### src/rtl/i2c_reg_pkg.sv
// rtl/i2c_reg_pkg.sv - shared host FSM encoding and default register-file geometry
package i2c_reg_pkg;

  localparam int DEF_NUM_REGS = 16;
  localparam int DEF_ADDR_W   = 4;

  typedef enum logic [1:0] {
    HOST_IDLE   = 2'd0,
    HOST_ACCESS = 2'd1,
    HOST_ACK    = 2'd2
  } host_state_e;

endpackage

### src/rtl/i2c_reg_bank.sv
// rtl/i2c_reg_bank.sv - 8-bit register array, one write port, I2C and host read ports
module i2c_reg_bank
  import i2c_reg_pkg::*;
#(
  parameter int                      NUM_REGS  = DEF_NUM_REGS,
  parameter int                      ADDR_W    = DEF_ADDR_W,
  parameter logic [NUM_REGS*8-1:0]   RESET_VAL = '0
) (
  input  logic              clk,
  input  logic              rst_n,
  input  logic              we,
  input  logic [ADDR_W-1:0] waddr,
  input  logic [7:0]        wdata,
  input  logic [ADDR_W-1:0] i2c_raddr,
  output logic [7:0]        i2c_rdata,
  input  logic [ADDR_W-1:0] host_raddr,
  output logic [7:0]        host_rdata
);

  logic [7:0] mem [NUM_REGS];

  always_ff @(posedge clk or negedge rst_n) begin
    if (!rst_n) begin
      for (int i = 0; i < NUM_REGS; i++) begin
        mem[i] <= RESET_VAL[8*i +: 8];
      end
    end else if (we) begin
      mem[waddr] <= wdata;
    end
  end

  // Read ports see the pre-write contents during a write cycle.
  assign i2c_rdata  = mem[i2c_raddr];
  assign host_rdata = mem[host_raddr];

endmodule

### src/rtl/i2c_reg_arbiter.sv
// rtl/i2c_reg_arbiter.sv - I2C slave register file shared with a host port, I2C writes win
module i2c_reg_arbiter
  import i2c_reg_pkg::*;
#(
  parameter int                      NUM_REGS  = DEF_NUM_REGS,
  parameter int                      ADDR_W    = DEF_ADDR_W,
  parameter logic [NUM_REGS-1:0]     RO_MASK   = '0,
  parameter logic [NUM_REGS*8-1:0]   RESET_VAL = '0
) (
  input  logic              clk,
  input  logic              rst_n,
  input  logic              i2c_read_req,
  output logic [7:0]        i2c_data_to_master,
  input  logic              i2c_data_valid,
  input  logic [7:0]        i2c_data_from_master,
  input  logic [7:0]        i2c_write_cycle_count,
  input  logic              host_req,
  input  logic              host_we,
  input  logic [ADDR_W-1:0] host_addr,
  input  logic [7:0]        host_wdata,
  output logic [7:0]        host_rdata,
  output logic              host_ack,
  output logic              reg_wr_strobe,
  output logic [ADDR_W-1:0] reg_wr_addr
);

  host_state_e       state, state_nxt;
  logic [ADDR_W-1:0] ptr, ptr_nxt;
  logic              i2c_wr_evt;
  logic              i2c_commit;
  logic              host_done;
  logic              bank_we;
  logic [ADDR_W-1:0] bank_waddr;
  logic [7:0]        bank_wdata;
  logic [7:0]        bank_host_rdata;

  i2c_reg_bank #(
    .NUM_REGS  (NUM_REGS),
    .ADDR_W    (ADDR_W),
    .RESET_VAL (RESET_VAL)
  ) u_bank (
    .clk        (clk),
    .rst_n      (rst_n),
    .we         (bank_we),
    .waddr      (bank_waddr),
    .wdata      (bank_wdata),
    .i2c_raddr  (ptr),
    .i2c_rdata  (i2c_data_to_master),
    .host_raddr (host_addr),
    .host_rdata (bank_host_rdata)
  );

  // A data byte after the first is a register write; read-only targets only advance ptr.
  always_comb begin
    i2c_wr_evt = i2c_data_valid && (i2c_write_cycle_count != 8'd0);
    i2c_commit = i2c_wr_evt && !RO_MASK[ptr];
  end

  // data_valid takes precedence over a colliding read_req, so ptr moves at most once.
  always_comb begin
    ptr_nxt = ptr;
    if (i2c_data_valid) begin
      if (i2c_write_cycle_count == 8'd0) begin
        ptr_nxt = i2c_data_from_master[ADDR_W-1:0];
      end else begin
        ptr_nxt = ptr + ADDR_W'(1);
      end
    end else if (i2c_read_req) begin
      ptr_nxt = ptr + ADDR_W'(1);
    end
  end

  always_comb begin
    state_nxt = state;
    host_done = 1'b0;
    case (state)
      HOST_IDLE: begin
        if (host_req) state_nxt = HOST_ACCESS;
      end
      HOST_ACCESS: begin
        if (!i2c_commit) begin
          host_done = 1'b1;
          state_nxt = HOST_ACK;
        end
      end
      HOST_ACK: begin
        state_nxt = HOST_IDLE;
      end
      default: begin
        state_nxt = HOST_IDLE;
      end
    endcase
  end

  always_comb begin
    bank_we    = i2c_commit || (host_done && host_we);
    bank_waddr = host_addr;
    bank_wdata = host_wdata;
    if (i2c_commit) begin
      bank_waddr = ptr;
      bank_wdata = i2c_data_from_master;
    end
  end

  assign host_ack = (state == HOST_ACK);

  always_ff @(posedge clk or negedge rst_n) begin
    if (!rst_n) begin
      state         <= HOST_IDLE;
      ptr           <= '0;
      reg_wr_strobe <= 1'b0;
      reg_wr_addr   <= '0;
      host_rdata    <= 8'h00;
    end else begin
      state         <= state_nxt;
      ptr           <= ptr_nxt;
      reg_wr_strobe <= i2c_commit;
      if (i2c_commit) reg_wr_addr <= ptr;
      if (host_done && !host_we) host_rdata <= bank_host_rdata;
    end
  end

endmodule

### config.mk
export PLATFORM = sky130hd
export DESIGN_NAME = i2c_reg_arbiter
export DESIGN_NICKNAME = d
export VERILOG_FILES = /design/src/rtl/i2c_reg_pkg.sv /design/src/rtl/i2c_reg_bank.sv /design/src/rtl/i2c_reg_arbiter.sv
export SDC_FILE = /design/constraint.sdc
export NUM_CORES = 1
export LEC_CHECK = 0
export CAP_MARGIN = 0
export CORE_MARGIN = 2
export CORE_UTILIZATION = 59
export CTS_CLUSTER_DIAMETER = 150
export DETAILED_ROUTE_END_ITERATION = 8
export PLACE_DENSITY = 0.8
export SYNTH_ARGS = -nofsm -noshare
export SYNTH_HDL_FRONTEND = slang
export SYNTH_HIERARCHICAL = 1
export SYNTH_SLANG_ARGS = --single-unit
### constraint.sdc
create_clock -name clk -period 2.4 [get_ports clk]
set_input_delay 0.24 -clock clk [delete_from_list [all_inputs] [get_ports clk]]
set_output_delay 0.24 -clock clk [all_outputs]
set_load 0.01 [all_outputs]
==> results by group <==
Yosys
  – Synth unique cells: 34
  – Ys Warns: 6
  – Mapped Area: approximately 7700 µm²
  – Synth Area per Inst: roughly 15 µm²
  – Seq cells post-synth: between 100 and 150
  – Seq/Total Area, Yosys: a little under half
  – Cell count after synthesis: roughly 510
  – Synth Net Count: between 500 and 600

Clock network
  – Worst-case clock buffer depth: 2
  – Worst-Skew Late Latency: roughly 430 ps
  – Root Driver: clkbuf_16
  – CTS tree: yes
  – Reg clk slew, reported paths: 50 ps
  – CTS Buf Count: 17
  – CTS H-tree lvls: 4
  – Number of clock sinks: between 100 and 150

Pwr
  – Comb power frac: between 30% and 40%
  – LEAKAGE: ~4.1 nW
  – PwrDens: about 1300 nW/µm²
  – Clk pwr share: 23.7%
  – Switching Share: a little under a third
  – VDD IR max: 0.000702 V
  – Cell-internal power: 0.00863 W
  – Sw Pwr: approximately 0.0040 W
  – Seq pwr share: a little under two fifths

Die
  – # rows: between 40 and 50
  – Initial Util: 60.8%
  – DIE WIDTH: around 120 µm
  – DIE AREA: around 14000 µm²
  – I/O Pins: 56
  – CORE AREA: about 13000 µm²
  – Die Ht: around 120 µm

Setup path
  – CP max FO: 7
  – Worst reg2reg path depth: 8
  – Required @ worst endpoint: about 2200 ps
  – Reg2reg setup slack: roughly 160 ps
  – RR Startpoint: ptr[0]$_DFFE_PN0P_
  – Crit-path slowest cell: mux4_2
  – CP endpoint kind: output port
  – Reg2reg end: u_bank/mem[123]$_DFFE_PN0P_
  – Crit path cell chain: buf_6 -> buf_4 -> mux4_2 -> a22oi_2 -> nand2_1 -> buf_2
  – Crit start category: flip-flop
  – Critical path type: flip-flop to output port
  – Crit path buffers/inverters: 3
  – Cell family with most CP delay: multiplexers
  – CP Data Arrival Time: around 2100 ps
  – Max incr delay on CP: 510 ps

Final layout
  – Most common cell after layout, fill and taps aside: dfrtp_1
  – Fin nets: 653
  – Ant. Diodes: 0
  – Most frequent cells in the layout: dfrtp_1 (146), mux2_2 (141), mux4_2 (64)
  – Area growth, synth to finish: 26.7%
  – Share of cells above drive strength 1: around 57%
  – Core Util, Final: slightly below 80%

STA
  – Unrepaired setup endpoints after global routing: yes
  – Post-Route Skew: about 8.3 ps
  – Min Tclk post-route: 2380 ps
  – Ratio of final minimum period to clock period: 99.3%
  – Slew headroom: roughly 31%
  – Actual slew at the worst max-slew pin: 1030 ps
  – Fmax: between 400 and 500 MHz
  – Slew Limit Fails: 0
  – Final hold slack: approximately 300 ps
  – Final setup fails: 0
  – Hold Fails Final Rpt: 0

Routing
  – Vias per cell: 6.79
  – TritonRoute pass-1 iters: 4
  – Wire per inst: ~27 µm
  – Remaining DRCs: 0
  – Wirelength, routed: ~22000 µm
  – Antenna viol nets, final: 0
  – Vias after detailed routing: approximately 5500
  – Starting DRT DRC Count: just under 500

Placement
  – Hpwl dp: 13600 µm
  – IO buf count: 55
  – GP Congestion: 0.938

Global routing
  – Largest net degree at the start of global routing: 74
  – First-pass GRT wire length: between 30000 and 40000 µm
  – Initial antenna violation count: 0
  – Gr ovfl total: 0
  – Number of global-route vias before repair: 5882
  – Tot GR Track Use: around 33%

Hold path
  – Hold crit path type: input pin to asynchronous set/reset pin

Flow run
  – Max_cap viols: 0

Run status
  – Status: completed
==> kinds of logic (layout without fill, tap and decap cells) <==
family                     Yosys count  count (layout)  synth area share (%)
buffers and inverters               40             159                  2.44
muxes                              219             219                  41.5
and+or+nand+nor                     66              66                  4.64
AOI/OAI and AO/OA                   39              39                  3.72
adders and majority gates            1               1                 0.162
DFF                                147             147                  47.5
==> cells in the mapped netlist <==
| library cell | n | share of area [%] |
|---|---|---|
| inv_2 | 1 | 0.048 |
| nor2b_1 | 5 | 0.40 |
| or3_1 | 3 | 0.24 |
| buf_2 | 10 | 0.65 |
| and2_1 | 2 | 0.16 |
| nand2_1 | 22 | 1.1 |
| mux2i_1 | 3 | 0.39 |
| mux2_4 | 8 | 1.6 |
| nor4_1 | 2 | 0.16 |
| nor2_2 | 9 | 0.73 |
| nand3b_1 | 3 | 0.29 |
| ha_1 | 1 | 0.16 |
| and3_1 | 3 | 0.24 |
| nand2b_1 | 3 | 0.24 |
| inv_1 | 1 | 0.048 |
| mux2_2 | 143 | 21 |
| mux4_2 | 64 | 19 |
| buf_1 | 6 | 0.29 |
| o21ai_0 | 2 | 0.13 |
| o31ai_1 | 1 | 0.097 |
| a211oi_1 | 1 | 0.097 |
| or2_2 | 1 | 0.081 |
| or4b_4 | 1 | 0.18 |
| mux2_1 | 1 | 0.15 |
| nand3b_2 | 1 | 0.15 |
| nand3_1 | 2 | 0.13 |
| nor3b_1 | 2 | 0.19 |
| a22oi_1 | 35 | 3.4 |
| nor2_1 | 6 | 0.29 |
| buf_4 | 5 | 0.49 |
| nand2_2 | 1 | 0.081 |
| buf_6 | 1 | 0.15 |
| dfrtp_1 | 147 | 48 |
| clkbuf_1 | 16 | 0.78 |
==> worst max path at each step <==
stage | cells after the start | endpoint | startpoint
detailed placement | 11 | u_bank/mem[54]$_DFFE_PN0P_ | i2c_write_cycle_count[3]
global route | 11 | u_bank/mem[119]$_DFFE_PN0P_ | i2c_write_cycle_count[0]
floorplan | 10 | u_bank/mem[100]$_DFFE_PN0P_ | i2c_write_cycle_count[5]
CTS | 7 | i2c_data_to_master[6] | ptr[0]$_DFFE_PN0P_
finish | 6 | i2c_data_to_master[7] | ptr[0]$_DFFE_PN0P_
global placement | 11 | u_bank/mem[54]$_DFFE_PN0P_ | i2c_write_cycle_count[5]
==> per-stage QoR <==
stage          instance area, µm²  TNS [ps]  setup WS, ps  total power, W  std cells
6_report                     9810         0          17.0          0.0126        803
5_1_grt                      9810      -836         -31.4          0.0132        803
4_1_cts                      9750     -13.8         -13.8          0.0125        800
3_5_place_dp                 8890    -39530          -379         0.00928        757
3_3_place_gp                 8890    -33570          -338         0.00902        757
2_1_floorplan                7780         0          5.78         0.00750        512
==> metal layers <==
layer / GRT usage, % / share of wire (%) / up-vias
met1: 42.5 / 37 / 2878
met5: 0 / 0 / -
met2: 52.2 / 50 / 304
met4: 14.8 / 4.0 / 0
met3: 7.82 / 8.5 / 79
li1: - / - / 2195
==> worst reg2reg max path, stage by stage, from the launching register on <==
cell	delay [ps]
dfrtp_2	450
buf_12	170
buf_16	140
buf_4	150
mux2_4	320
buf_4	170
nor2_1	140
nand2_2	240
mux2_2	350
==> flip-flops by register name (all words and copies together) (netlist names) <==
| signal | count |
|---|---|
| reg_wr_addr | 4 |
| reg_wr_strobe | 1 |
| u_bank/mem | 128 |
| state | 2 |
| host_rdata | 8 |
| ptr | 4 |
==> what timing repair did <==
action | 4_1_cts | 5_1_grt
pin swaps | 10 | 8
hold endpoints to repair | 41 | 0
buffers inserted | 8 | 4
setup endpoints to repair | 8 | 100
cloned | 3 | 0
gates resized for setup | 44 | 15
hold buffers | 1 | 0
==> cell type report <==
type | instances | area [µm²]
timing repair buffer | 125 | 1230
clock inverter | 9 | 173
fill | 748 | 2910
tap | 172 | 215
multi-input combinational | 325 | 4000
inverter | 2 | 7.51
sequential | 147 | 3680
clock buffer | 23 | 498
==> power groups by stage <==
stage / sequential (W) / clock [W] / combinational [W]
finish: 0.00466 / 0.00298 / 0.00496
global route: 0.00480 / 0.00314 / 0.00523
CTS: 0.00461 / 0.00300 / 0.00485
detailed placement: 0.00459 / 0 / 0.00468
global placement: 0.00446 / 0 / 0.00456
floorplan: 0.00432 / 0 / 0.00318
Note: power is estimated with default switching activity, not from simulation.
